File: src/rtl/fpu_normalize_round.sv
// Normalize/round/pack stage behind the FPU mantissa adder: one bit of shift per cycle,
// round-to-nearest-even, binary32 result with {overflow, underflow, inexact, zero} flags.
module fpu_normalize_round (
    input  logic        clk,
    input  logic        reset,
    input  logic        in_valid,
    output logic        in_ready,
    input  logic        in_sign,
    input  logic [7:0]  in_exp,
    input  logic [26:0] in_mant,
    input  logic        in_sticky,
    output logic        out_valid,
    input  logic        out_ready,
    output logic [31:0] out_result,
    output logic [3:0]  out_flags
);

    typedef enum logic [1:0] {
        IDLE  = 2'd0,
        NORM  = 2'd1,
        ROUND = 2'd2,
        DONE  = 2'd3
    } state_t;

    state_t      state_r, state_nxt_s;
    logic        sign_r;
    logic [9:0]  exp_r;
    logic [26:0] mant_r;
    logic        sticky_r;
    logic [31:0] result_r;
    logic [3:0]  flags_r;
    logic        valid_r;

    logic        norm_zero_s, norm_right_s, norm_left_s;
    logic        round_up_s, inexact_s, rnd_bit_s, hidden_s;
    logic [24:0] mant_rnd_s;
    logic [22:0] frac_s;
    logic [9:0]  exp_adj_s;
    logic [31:0] round_result_s;
    logic [3:0]  round_flags_s;

    assign norm_zero_s  = (mant_r == 27'd0) && !sticky_r;
    assign norm_right_s = mant_r[26];
    assign norm_left_s  = !mant_r[25] && (exp_r > 10'd1);

    // Rounding and packing of the normalized mantissa (bit 26 is clear once in ROUND)
    always_comb begin
        rnd_bit_s  = mant_r[0] | sticky_r;
        round_up_s = mant_r[1] & (mant_r[2] | rnd_bit_s);
        inexact_s  = mant_r[1] | rnd_bit_s;
        mant_rnd_s = {1'b0, mant_r[25:2]} + {24'd0, round_up_s};
        if (mant_rnd_s[24]) begin
            hidden_s  = mant_rnd_s[24];
            frac_s    = mant_rnd_s[23:1];
            exp_adj_s = exp_r + 10'd1;
        end else begin
            hidden_s  = mant_rnd_s[23];
            frac_s    = mant_rnd_s[22:0];
            exp_adj_s = exp_r;
        end
        if (exp_adj_s >= 10'd255) begin
            round_result_s = {sign_r, 8'hFF, 23'd0};
            round_flags_s  = 4'b1010;
        end else if (!hidden_s) begin
            round_result_s = {sign_r, 8'd0, frac_s};
            round_flags_s  = {1'b0, inexact_s, inexact_s, 1'b0};
        end else begin
            round_result_s = {sign_r, exp_adj_s[7:0], frac_s};
            round_flags_s  = {2'b00, inexact_s, 1'b0};
        end
    end

    // State register
    always_ff @(posedge clk or posedge reset) begin
        if (reset) begin
            state_r <= IDLE;
        end else begin
            state_r <= state_nxt_s;
        end
    end

    // Next-state decode
    always_comb begin
        state_nxt_s = state_r;
        case (state_r)
            IDLE: begin
                if (in_valid) state_nxt_s = NORM;
                else          state_nxt_s = IDLE;
            end
            NORM: begin
                if (norm_zero_s)                      state_nxt_s = DONE;
                else if (norm_right_s || norm_left_s) state_nxt_s = NORM;
                else                                  state_nxt_s = ROUND;
            end
            ROUND: state_nxt_s = DONE;
            DONE: begin
                if (valid_r && out_ready) state_nxt_s = IDLE;
                else                      state_nxt_s = DONE;
            end
            default: state_nxt_s = IDLE;
        endcase
    end

    // Datapath: operand latch, shifting, result capture; valid rises one cycle into DONE
    always_ff @(posedge clk or posedge reset) begin
        if (reset) begin
            sign_r   <= 1'b0;
            exp_r    <= 10'd0;
            mant_r   <= 27'd0;
            sticky_r <= 1'b0;
            result_r <= 32'd0;
            flags_r  <= 4'd0;
            valid_r  <= 1'b0;
        end else begin
            valid_r <= 1'b0;
            case (state_r)
                IDLE: begin
                    if (in_valid) begin
                        sign_r   <= in_sign;
                        exp_r    <= (in_exp == 8'd0) ? 10'd1 : {2'b00, in_exp};
                        mant_r   <= in_mant;
                        sticky_r <= in_sticky;
                    end else begin
                        sticky_r <= sticky_r;
                    end
                end
                NORM: begin
                    if (norm_zero_s) begin
                        result_r <= {sign_r, 31'd0};
                        flags_r  <= 4'b0001;
                    end else if (norm_right_s) begin
                        mant_r   <= {1'b0, mant_r[26:1]};
                        sticky_r <= sticky_r | mant_r[0];
                        exp_r    <= exp_r + 10'd1;
                    end else if (norm_left_s) begin
                        mant_r <= {mant_r[25:0], 1'b0};
                        exp_r  <= exp_r - 10'd1;
                    end else begin
                        mant_r <= mant_r;
                    end
                end
                ROUND: begin
                    result_r <= round_result_s;
                    flags_r  <= round_flags_s;
                end
                DONE: begin
                    if (valid_r && out_ready) valid_r <= 1'b0;
                    else                      valid_r <= 1'b1;
                end
                default: valid_r <= 1'b0;
            endcase
        end
    end

    // Output decode
    always_comb begin
        in_ready   = (state_r == IDLE);
        out_valid  = valid_r;
        out_result = result_r;
        out_flags  = flags_r;
    end

endmodule

File: config.mk
export PLATFORM = sky130hd
export DESIGN_NAME = fpu_normalize_round
export DESIGN_NICKNAME = d
export VERILOG_FILES = /design/src/rtl/fpu_normalize_round.sv
export SDC_FILE = /design/constraint.sdc
export NUM_CORES = 1
export LEC_CHECK = 0
export CAP_MARGIN = 30
export CORE_MARGIN = 8
export CORE_UTILIZATION = 55
export DETAILED_ROUTE_END_ITERATION = 10
export PLACE_DENSITY = 0.89
export SYNTH_ARGS = -nofsm -noshare
export SYNTH_HDL_FRONTEND = slang
export SYNTH_SLANG_ARGS = --single-unit
File: constraint.sdc
create_clock -name clk -period 3.2 [get_ports clk]
set_input_delay 0.32 -clock clk [delete_from_list [all_inputs] [get_ports clk]]
set_output_delay 0.32 -clock clk [all_outputs]
set_load 0.05 [all_outputs]
# Word-level counts from Yosys, hierarchy flattened
# Cells that the tools add are included.
[op_classes]
div = 0
mul = 0
addsub = 3
n_lt_le_gt_ge = 2
eq_ne = 8
reduce_logical = 16
shift = 0
n_bitwise = 4
n_mux = 33
[ops]
columns = ["op", "n"]
rows = [
  ["$mux W27", 4],
  ["$pmux W32 S2", 1],
  ["$mux W31", 2],
  ["$pmux W27 S2", 1],
  ["$mux W10", 5],
  ["$mux W32", 1],
  ["$logic_not A27 Y1", 1],
  ["$add A24 B1 Y25", 1],
  ["$mux W23", 1],
  ["$pmux W10 S2", 1],
  ["$add A10 B1 Y10 const B", 1],
  ["$ge A10 B8 Y1 const B", 1],
  ["$gt A10 B1 Y1 const B", 1],
  ["$sub A10 B1 Y10 const B", 1],
  ["$logic_not A8 Y1", 1],
  ["$mux W4", 2],
  ["$mux W8", 1],
  ["$ne A2 B2 Y1 const B", 4],
  ["$pmux W2 S4", 1],
  ["$pmux W4 S2", 1],
  ["$reduce_and A4 Y1", 2],
  ["$mux W1", 7],
  ["$mux W2", 3],
  ["$eq A2 B2 Y1 const B", 2],
  ["other kinds (13)", 20],
]
[word_totals]
mem_bits_ro = 0
latch_bits = 0
wordCells = 75
mem_count = 0
input_bits = 41
mem_bits_rw = 0
reg_bits = 78
out_inout_bits = 38

# Logic depth before layout (Yosys ltp)
# Gate-level depths: netlist (run 1).
[logic_depth]
depth_word = 8
depth_mapped = 11

# Least setup slack after synthesis (run 1)
# No wires, ideal clock.
[synth_path]
path_type = "flip-flop to flip-flop"
startpoint = "reg exp_r[0]"
endpoint = "reg exp_r[6]"
t_required_ns = 3.074
t_arrival_ns = 2.351
synth_period_minus_slack_ns = 2.478
setup_ns = 0.126
path_stages_with_launch = 11
path_slack_ns = 0.722
n_path_buf = 3
cell_sequence = "dfrtp_1 -> clkbuf_1 -> inv_1 -> ha_1 -> or2_2 -> a31oi_1 -> o221ai_2 -> and2_1 -> buf_2 -> buf_2 -> o32a_1"
[synth_via]
elab_chain_cells = 5
[synth_lines]
columns = ["element", "line_no", "source"]
rows = [
  ["start: declaration", "27", "logic [9:0] exp_r;"],
  ["start signal: assignment", "120", "exp_r <= (in_exp == 8'd0) ? 10'd1 : {2'b00, in_exp};"],
  ["start signal: assignment", "134", "exp_r <= exp_r + 10'd1;"],
  ["start signal: assignment", "137", "exp_r <= exp_r - 10'd1;"],
  ["$sub A10 B1 Y10", "137", ""],
  ["$mux W10", "135", "end else if (norm_left_s) begin"],
  ["$mux W10", "131", "end else if (norm_right_s) begin"],
  ["$mux W10", "128", "if (norm_zero_s) begin"],
  ["$pmux W10 S2", "116", "case (state_r)"],
]
# Parallel ways exist; a longest one is shown, timed or not. The select of a mux whose other input is x is not followed.
# A chain may end at the register's enable or synchronous reset.

# Worst setup path after layout (run 1)
[layout_path]
startpoint = "reg mant_r[1]"
endpoint = "reg result_r[11] (netlist: out_result[11])"
[layout_via]
elab_chain_cells = 6
[layout_lines]
columns = ["element", "line_no", "source"]
rows = [
  ["start: declaration", "28", "logic [26:0] mant_r;"],
  ["start signal: assignment", "121", "mant_r <= in_mant;"],
  ["start signal: assignment", "132", "mant_r <= {1'b0, mant_r[26:1]};"],
  ["start signal: assignment", "136", "mant_r <= {mant_r[25:0], 1'b0};"],
  ["$and A1 B1 Y1", "49", "round_up_s = mant_r[1] & (mant_r[2] | rnd_bit_s);"],
  ["$add A24 B1 Y25", "51", "mant_rnd_s = {1'b0, mant_r[25:2]} + {24'd0, round_up_s};"],
  ["$mux W10 / $mux W23 (equally long branches)", "52", "if (mant_rnd_s[24]) begin"],
  ["$ge A10 B8 Y1 / $mux W31 (equally long branches)", "61, 64", ""],
  ["$mux W31", "61", "if (exp_adj_s >= 10'd255) begin"],
  ["$pmux W32 S2", "116", ""],
  ["end signal: assignment", "129", "result_r <= {sign_r, 31'd0};"],
  ["end signal: assignment", "143", "result_r <= round_result_s;"],
  ["end: declaration", "30", "logic [31:0] result_r;"],
]
# Parallel ways exist; a longest one is shown, timed or not.

==> flow_metrics.env, run 1 <==
export IMPL_cellLeakagePower_uw=0.00246
export IMPL_seq_power_share_pct=32.2
export IMPL_cts_buffers=9
export IMPL_internal_power_uw=3100
export IMPL_holdWs_ns=0.393
export IMPL_cts_root_buf="clkbuf_8"
export IMPL_synth_area_um2=5120
export IMPL_cts_tree="yes"
export IMPL_p_sw_share_pct=52.3
export IMPL_required_ns=3.45
export IMPL_fin_setup_tns_ns=0
export IMPL_criticalPathCategory="reg -> reg"
export IMPL_hold_violations=0
export IMPL_critPathLaunchType="flip-flop"
export IMPL_final_area_um2=6110
export IMPL_drc=0
export IMPL_wl_per_cell_um=18.2
export IMPL_rows=35
export IMPL_num_io_pins=79
export IMPL_drive_gt1_share_pct=8.04
export IMPL_antenna_left=0
export IMPL_drt_pass1_iterations=5
export IMPL_period_needed_ns=2.90
export IMPL_area_growth_pct=19.5
export IMPL_core_area_um2=9150
export IMPL_n_antenna_cell=0
export IMPL_grt_usage_pct=23.0
export IMPL_placedInstanceArea_um2=5900
export IMPL_grt_first_pass_wirelength_um=23800
export IMPL_die_h_um=112
export IMPL_synth_distinct_cells=63
export IMPL_synthFlopType="dfrtp_1"
export IMPL_yosysTopAreaCellShare_pct=38.2
export IMPL_synth_enable_flop_cells=0
export IMPL_ys_ff_latch=78
export IMPL_rsz0062_at_grt="false"
export IMPL_via_per_inst=6.22
export IMPL_yosys_top_cells_area="dfrtp_1 38%, nand2_1 9.0%, o21ai_0 8.6%"
export IMPL_status="complete, no violations"
export IMPL_relSlewSlack_pct=46.4
export IMPL_worst_pin_slew_ns=0.801
export IMPL_drt_first_iter_violations=483
export IMPL_p_sw_uw=3400
export IMPL_clk_path_buf_depth=2
export IMPL_cp_arrival_ns=3.14
export IMPL_yosys_warnings=0
export IMPL_cts_max_level=3
export IMPL_place_congestion=0.966
export IMPL_finalMaxSlewViolations=0
export IMPL_final_common_cell="nand2_1"
export IMPL_initial_core_util_pct=55.9
export IMPL_dieArea_um2=12600
export IMPL_grt_pass1_vias=4644
export IMPL_final_cell_mix="123 x nand2_1, 88 x o21ai_0, 78 x clkdlybuf4s50_1"
export IMPL_power_density_nw_per_um2=1060
export IMPL_grt_ovfl_total=0
export IMPL_clock_sinks=78
export IMPL_p_clk_share_pct=12.0
export IMPL_async_flop_share_pct=100
export IMPL_period_share_pct=90.5
export IMPL_place_hpwl_um=10600
export IMPL_ys_seq_area_share_pct=38.2
export IMPL_hold_class="in -> async"
export IMPL_placed_cells=779
export IMPL_clk_pin_slew_ns=0.09
export IMPL_synth_nets=676
export IMPL_nets=724
export IMPL_avgSynthCellArea_um2=8.11
export IMPL_antenna_found_initial=0
export IMPL_grt_max_degree=69
export IMPL_dr_total_vias=4942
export IMPL_skew_ns=0.0139
export IMPL_fin_cells=795
export IMPL_wl_um=14400
export IMPL_comb_power_share_pct=55.7
export IMPL_max_freq_mhz=345
export IMPL_synth_largest_area_cell="dfrtp_1"
export IMPL_die_width_um=112
export IMPL_ir_worst_vdd_uv=744
export IMPL_crit_path_end_kind="flip-flop"
export IMPL_crit_fanout=23
export IMPL_io_buffer_count=78
export IMPL_setup_viol=0
export IMPL_clkLatencyLatePin_ns=0.36
export IMPL_maxCapViolations=0
export IMPL_netlist_instances=631
==> power by group through the flow <==
stage	sequential, µW	combinational [µW]	clock, µW
finish	2090	3620	781
global route	2180	3940	833
global placement	2070	3500	0
detailed placement	2090	3580	0
floorplan	2360	2270	0
CTS	2080	3600	794
==> routing by layer <==
layer / up-vias / wire length (µm) / global-route usage [%]
li1: 2373 / - / -
met1: 2359 / 6570 / 31.8
met2: 189 / 6520 / 34.8
met3: 21 / 1110 / 4.62
met4: 0 / 237 / 8.00
met5: - / 0 / 0
==> flip-flops by register name (all words and copies together), names as in the netlist <==
signal and count:
out_flags 4, sign_r 1, state_r 2, sticky_r 1
exp_r 10, out_valid 1, out_result 32, mant_r 27
==> repair_timing <==
item / CTS / global route
setup endpoints to repair: 0 / 1
gates resized for setup: 0 / 0
hold buffers: 0 / 0
setup buffers: 0 / 0
==> worst paths after layout <==
path | start | end | slack (ns) | cells after the start
max in group asynchronous | reset | out_result[19] | 2.41 | 3
worst max-delay path | mant_r[1] | out_result[11] | 0.30 | 10
worst min-delay path | reset | out_result[28] | 0.39 | 3
min in group clk | out_valid | out_valid | 0.47 | 1
worst max register to register | mant_r[1] | out_result[11] | 0.30 | 10
worst min register to register | out_valid | out_valid | 0.47 | 1
==> cell families (layout without fill, tap and decap cells) <==
family | count (synthesis) | count (layout) | share of synthesized area [%]
buf+inv | 81 | 134 | 6.90
mux | 5 | 5 | 1.03
fa+ha+maj | 4 | 4 | 0.978
xor+xnor | 24 | 24 | 4.11
flops | 78 | 78 | 38.2
simple gates | 242 | 242 | 24.1
compound gates | 197 | 197 | 24.7
==> final cells by class <==
class | count | area, µm²
inverters | 23 | 86.3
well taps | 111 | 139
clock inverters | 5 | 57.6
multi-input cells | 472 | 2820
clock buffers | 11 | 151
fillers | 790 | 3040
flip-flops and latches | 78 | 1950
repair buffers | 95 | 908
==> cells in the mapped netlist (all sizes together) (3+ instances only) <==
library cell	count
nand2	123
o21ai	90
dfrtp	78
clkbuf	35
nor2	27
buf	23
inv	23
nand3	21
xnor2	21
a21oi	20
o211ai	17
o311ai	17
nand4	14
nor3	14
nor4	12
o31ai	9
a22oi	8
a31oi	8
and3	8
o22ai	5
and2	4
ha	4
nand2b	4
a21o	3
a32o	3
mux2i	3
nor4b	3
o22a	3
xor2	3
==> worst max-delay path, cell delays in order, from the launching register on <==
cell,delay [ns]
dfrtp_1,0.46
inv_1,0.09
nor2_1,0.12
ha_1,0.28
nand4_4,0.18
nor4_4,0.54
nand4_2,0.21
nor4b_4,0.31
o22ai_2,0.09
buf_4,0.21
o31ai_1,0.29
==> through the flow <==
stage | power (µW) | worst slack, ns | utilization [%]
2_1_floorplan | 4630 | 0.722 | -
3_3_place_gp | 5570 | 0.464 | 64.5
5_1_grt | 6950 | 0.0413 | 66.8
4_1_cts | 6470 | 0.270 | 66.8
3_5_place_dp | 5680 | 0.310 | 64.5
6_report | 6500 | 0.304 | 66.8
Power figures use the tool's default switching activity.
==> run 2, diff against run 1 <==
--- a/config.mk
+++ b/config.mk
@@ -6,10 +6,12 @@
 export NUM_CORES = 1
 export LEC_CHECK = 0
 export CAP_MARGIN = 30
+export CELL_PAD_IN_SITES_DETAIL_PLACEMENT = 0
+export CELL_PAD_IN_SITES_GLOBAL_PLACEMENT = 1
 export CORE_MARGIN = 8
-export CORE_UTILIZATION = 55
+export CORE_UTILIZATION = 41
 export DETAILED_ROUTE_END_ITERATION = 10
-export PLACE_DENSITY = 0.89
+export PLACE_DENSITY = 0.9
 export SYNTH_ARGS = -nofsm -noshare
 export SYNTH_HDL_FRONTEND = slang
 export SYNTH_SLANG_ARGS = --single-unit
==> run 2 against run 1 <==
  * Final area up 2.6%
  * Register-to-register slack about the same
  * Clock skew down 0.0032 ns
  * Critical path type unchanged
  * Largest cell class unchanged
  * Sequential share of layout area down 0.80 points
  * Largest power group unchanged
  * Sequential power about the same
  * Sequential cell count unchanged
  * Maximum frequency up 0.50%
  * Total power up 2.4%
==> flow_metrics.env, run 2 (synthesis results as in run 1) <==
export IMPL_max_freq_mhz=347
export IMPL_clk_pin_slew_ns=0.06
export IMPL_num_io_pins=79
export IMPL_r2r_slack_ns=0.32
export IMPL_drive_gt1_share_pct=7.76
export IMPL_critPathMaxStageDelay_ns=0.50
export IMPL_io_buffer_count=78
export IMPL_n_antenna_cell=0
export IMPL_drc=0
export IMPL_ir_worst_vdd_uv=450
export IMPL_cp_arrival_ns=3.07
export IMPL_skew_ns=0.0108
export IMPL_cts_buffers=9
export IMPL_cts_setup_buffers=0
export IMPL_cellLeakagePower_uw=0.00249
export IMPL_via_per_inst=5.62
export IMPL_dr_total_vias=4803
export IMPL_area_growth_pct=22.5
export IMPL_path_cells="inv_1 > nor2_1 > ha_1 > nand4_4 > nor4_4 > nand4_2 > mux2i_1 > o22a_1 > o21ai_0"
export IMPL_dpl_worst_slack_ns=0.163
export IMPL_placed_cells=839
export IMPL_cts_root_buf="clkbuf_16"
export IMPL_cts_tree="yes"
export IMPL_initial_core_util_pct=41.2
export IMPL_fin_total_pwr_uw=6650
export IMPL_finalWorstSetupSlack_ns=0.318
export IMPL_grt_first_pass_wirelength_um=23900
export IMPL_crit_fanout=11
export IMPL_final_cell_mix="123 x nand2_1, 88 x o21ai_0, 78 x clkdlybuf4s50_1"
export IMPL_grt_pass1_vias=4555
export IMPL_slowest_stage="nor4_4"
export IMPL_period_needed_ns=2.88
export IMPL_fin_setup_tns_ns=0
export IMPL_period_share_pct=90.0
export IMPL_crit_path_end_kind="flip-flop"
export IMPL_hold_class="in -> async"
export IMPL_core_area_um2=12400
export IMPL_clkLatencyLatePin_ns=0.35
export IMPL_die_h_um=128
export IMPL_drt_first_iter_violations=441
export IMPL_grt_ovfl_total=0
export IMPL_setup_viol=0
export IMPL_wl_um=14900
export IMPL_required_ns=3.39
export IMPL_drt_pass1_iterations=5
export IMPL_criticalPathCategory="reg -> reg"
export IMPL_grt_max_degree=69
export IMPL_place_hpwl_um=10900
export IMPL_dieArea_um2=16300
export IMPL_cp_top_family="simple AND/OR/NAND/NOR gates"
export IMPL_nets=723
export IMPL_critPathLaunchType="flip-flop"
export IMPL_die_width_um=128
export IMPL_place_congestion=0.907
export IMPL_status="complete, no violations"
export IMPL_cts_resized=0
export IMPL_worst_pin_slew_ns=0.722
export IMPL_fin_cells=855
export IMPL_rows=41
export IMPL_power_density_nw_per_um2=1060
export IMPL_finalMaxSlewViolations=0
export IMPL_clk_path_buf_depth=2
export IMPL_antenna_found_initial=0
export IMPL_final_common_cell="nand2_1"
export IMPL_grt_usage_pct=18.3
export IMPL_relSlewSlack_pct=51.8
export IMPL_rsz0062_at_grt="false"
export IMPL_largest_reg_flops=32
export IMPL_antenna_left=0
export IMPL_cts_hold_fix_buffers=0
export IMPL_hold_violations=0
export IMPL_path_buf_inv=1
export IMPL_wl_per_cell_um=17.4
export IMPL_nFillCells=1237
export IMPL_maxCapViolations=0
export IMPL_cts_max_level=3
export IMPL_postLayoutCoreUtil_pct=50.5
export IMPL_clock_sinks=78
-- run 2: worst paths after layout --
| path | endpoint | cells after the start | start |
|---|---|---|---|
| worst max-delay path | out_result[23] | 9 | mant_r[1] |
| worst min-delay path | out_result[24] | 2 | reset |
| worst max register to register | out_result[23] | 9 | mant_r[1] |
| worst min register to register | out_valid | 1 | out_valid |
| max in group asynchronous | mant_r[26] | 3 | reset |
| min in group clk | out_valid | 1 | out_valid |
-- run 2: area by class of cell --
class	count	area [µm²]	area share, %
Timing Repair Buffer	94	913	14.6
Sequential cell	78	1950	31.2
Multi-Input combinational cell	472	2830	45.1
Clock buffer	11	243	3.87
Tap cell	172	215	3.43
Clock inverter	5	33.8	0.539
Inverter	23	86.3	1.38
-- run 2: through the flow --
stage | hold slack, ns | cell area, µm²
2_1_floorplan | 0.402 | 5120
3_3_place_gp | 0.454 | 5990
3_5_place_dp | 0.462 | 5990
4_1_cts | 0.441 | 6260
5_1_grt | 0.502 | 6270
6_report | 0.415 | 6270
-- run 2: layer usage --
| layer | GRT usage [%] | vias up | share of wire [%] |
|---|---|---|---|
| met5 | 0 | - | 0 |
| met4 | 7.06 | 0 | 0.95 |
| met3 | 4.70 | 13 | 7.7 |
| met2 | 28.0 | 155 | 46 |
| met1 | 24.4 | 2260 | 46 |
| li1 | - | 2375 | - |
-- run 2: worst reg2reg max path, stage by stage (launching register included) --
cell and delay [ns]:
dfrtp_1 0.43, inv_1 0.08, nor2_1 0.13, ha_1 0.28
nand4_4 0.18, nor4_4 0.50, nand4_2 0.21, mux2i_1 0.36
o22a_1 0.42, o21ai_0 0.14
-- run 2: power breakdown --
| part | internal (µW) | leakage, µW | switching (µW) |
|---|---|---|---|
| clock | 546 | 0.000132 | 411 |
| combinational | 1260 | 0.00138 | 2310 |
| sequential | 1430 | 0.000981 | 691 |
| total | 3240 | 0.00249 | 3410 |
==> run 3, diff against run 2 <==
--- a/config.mk
+++ b/config.mk
@@ -12,6 +12,7 @@
 export CORE_UTILIZATION = 41
 export DETAILED_ROUTE_END_ITERATION = 10
 export PLACE_DENSITY = 0.9
+export SLEW_MARGIN = 15
 export SYNTH_ARGS = -nofsm -noshare
 export SYNTH_HDL_FRONTEND = slang
 export SYNTH_SLANG_ARGS = --single-unit
==> results of run 3 <==
The final DEF is identical to that of run 2; final timing and power are the same.
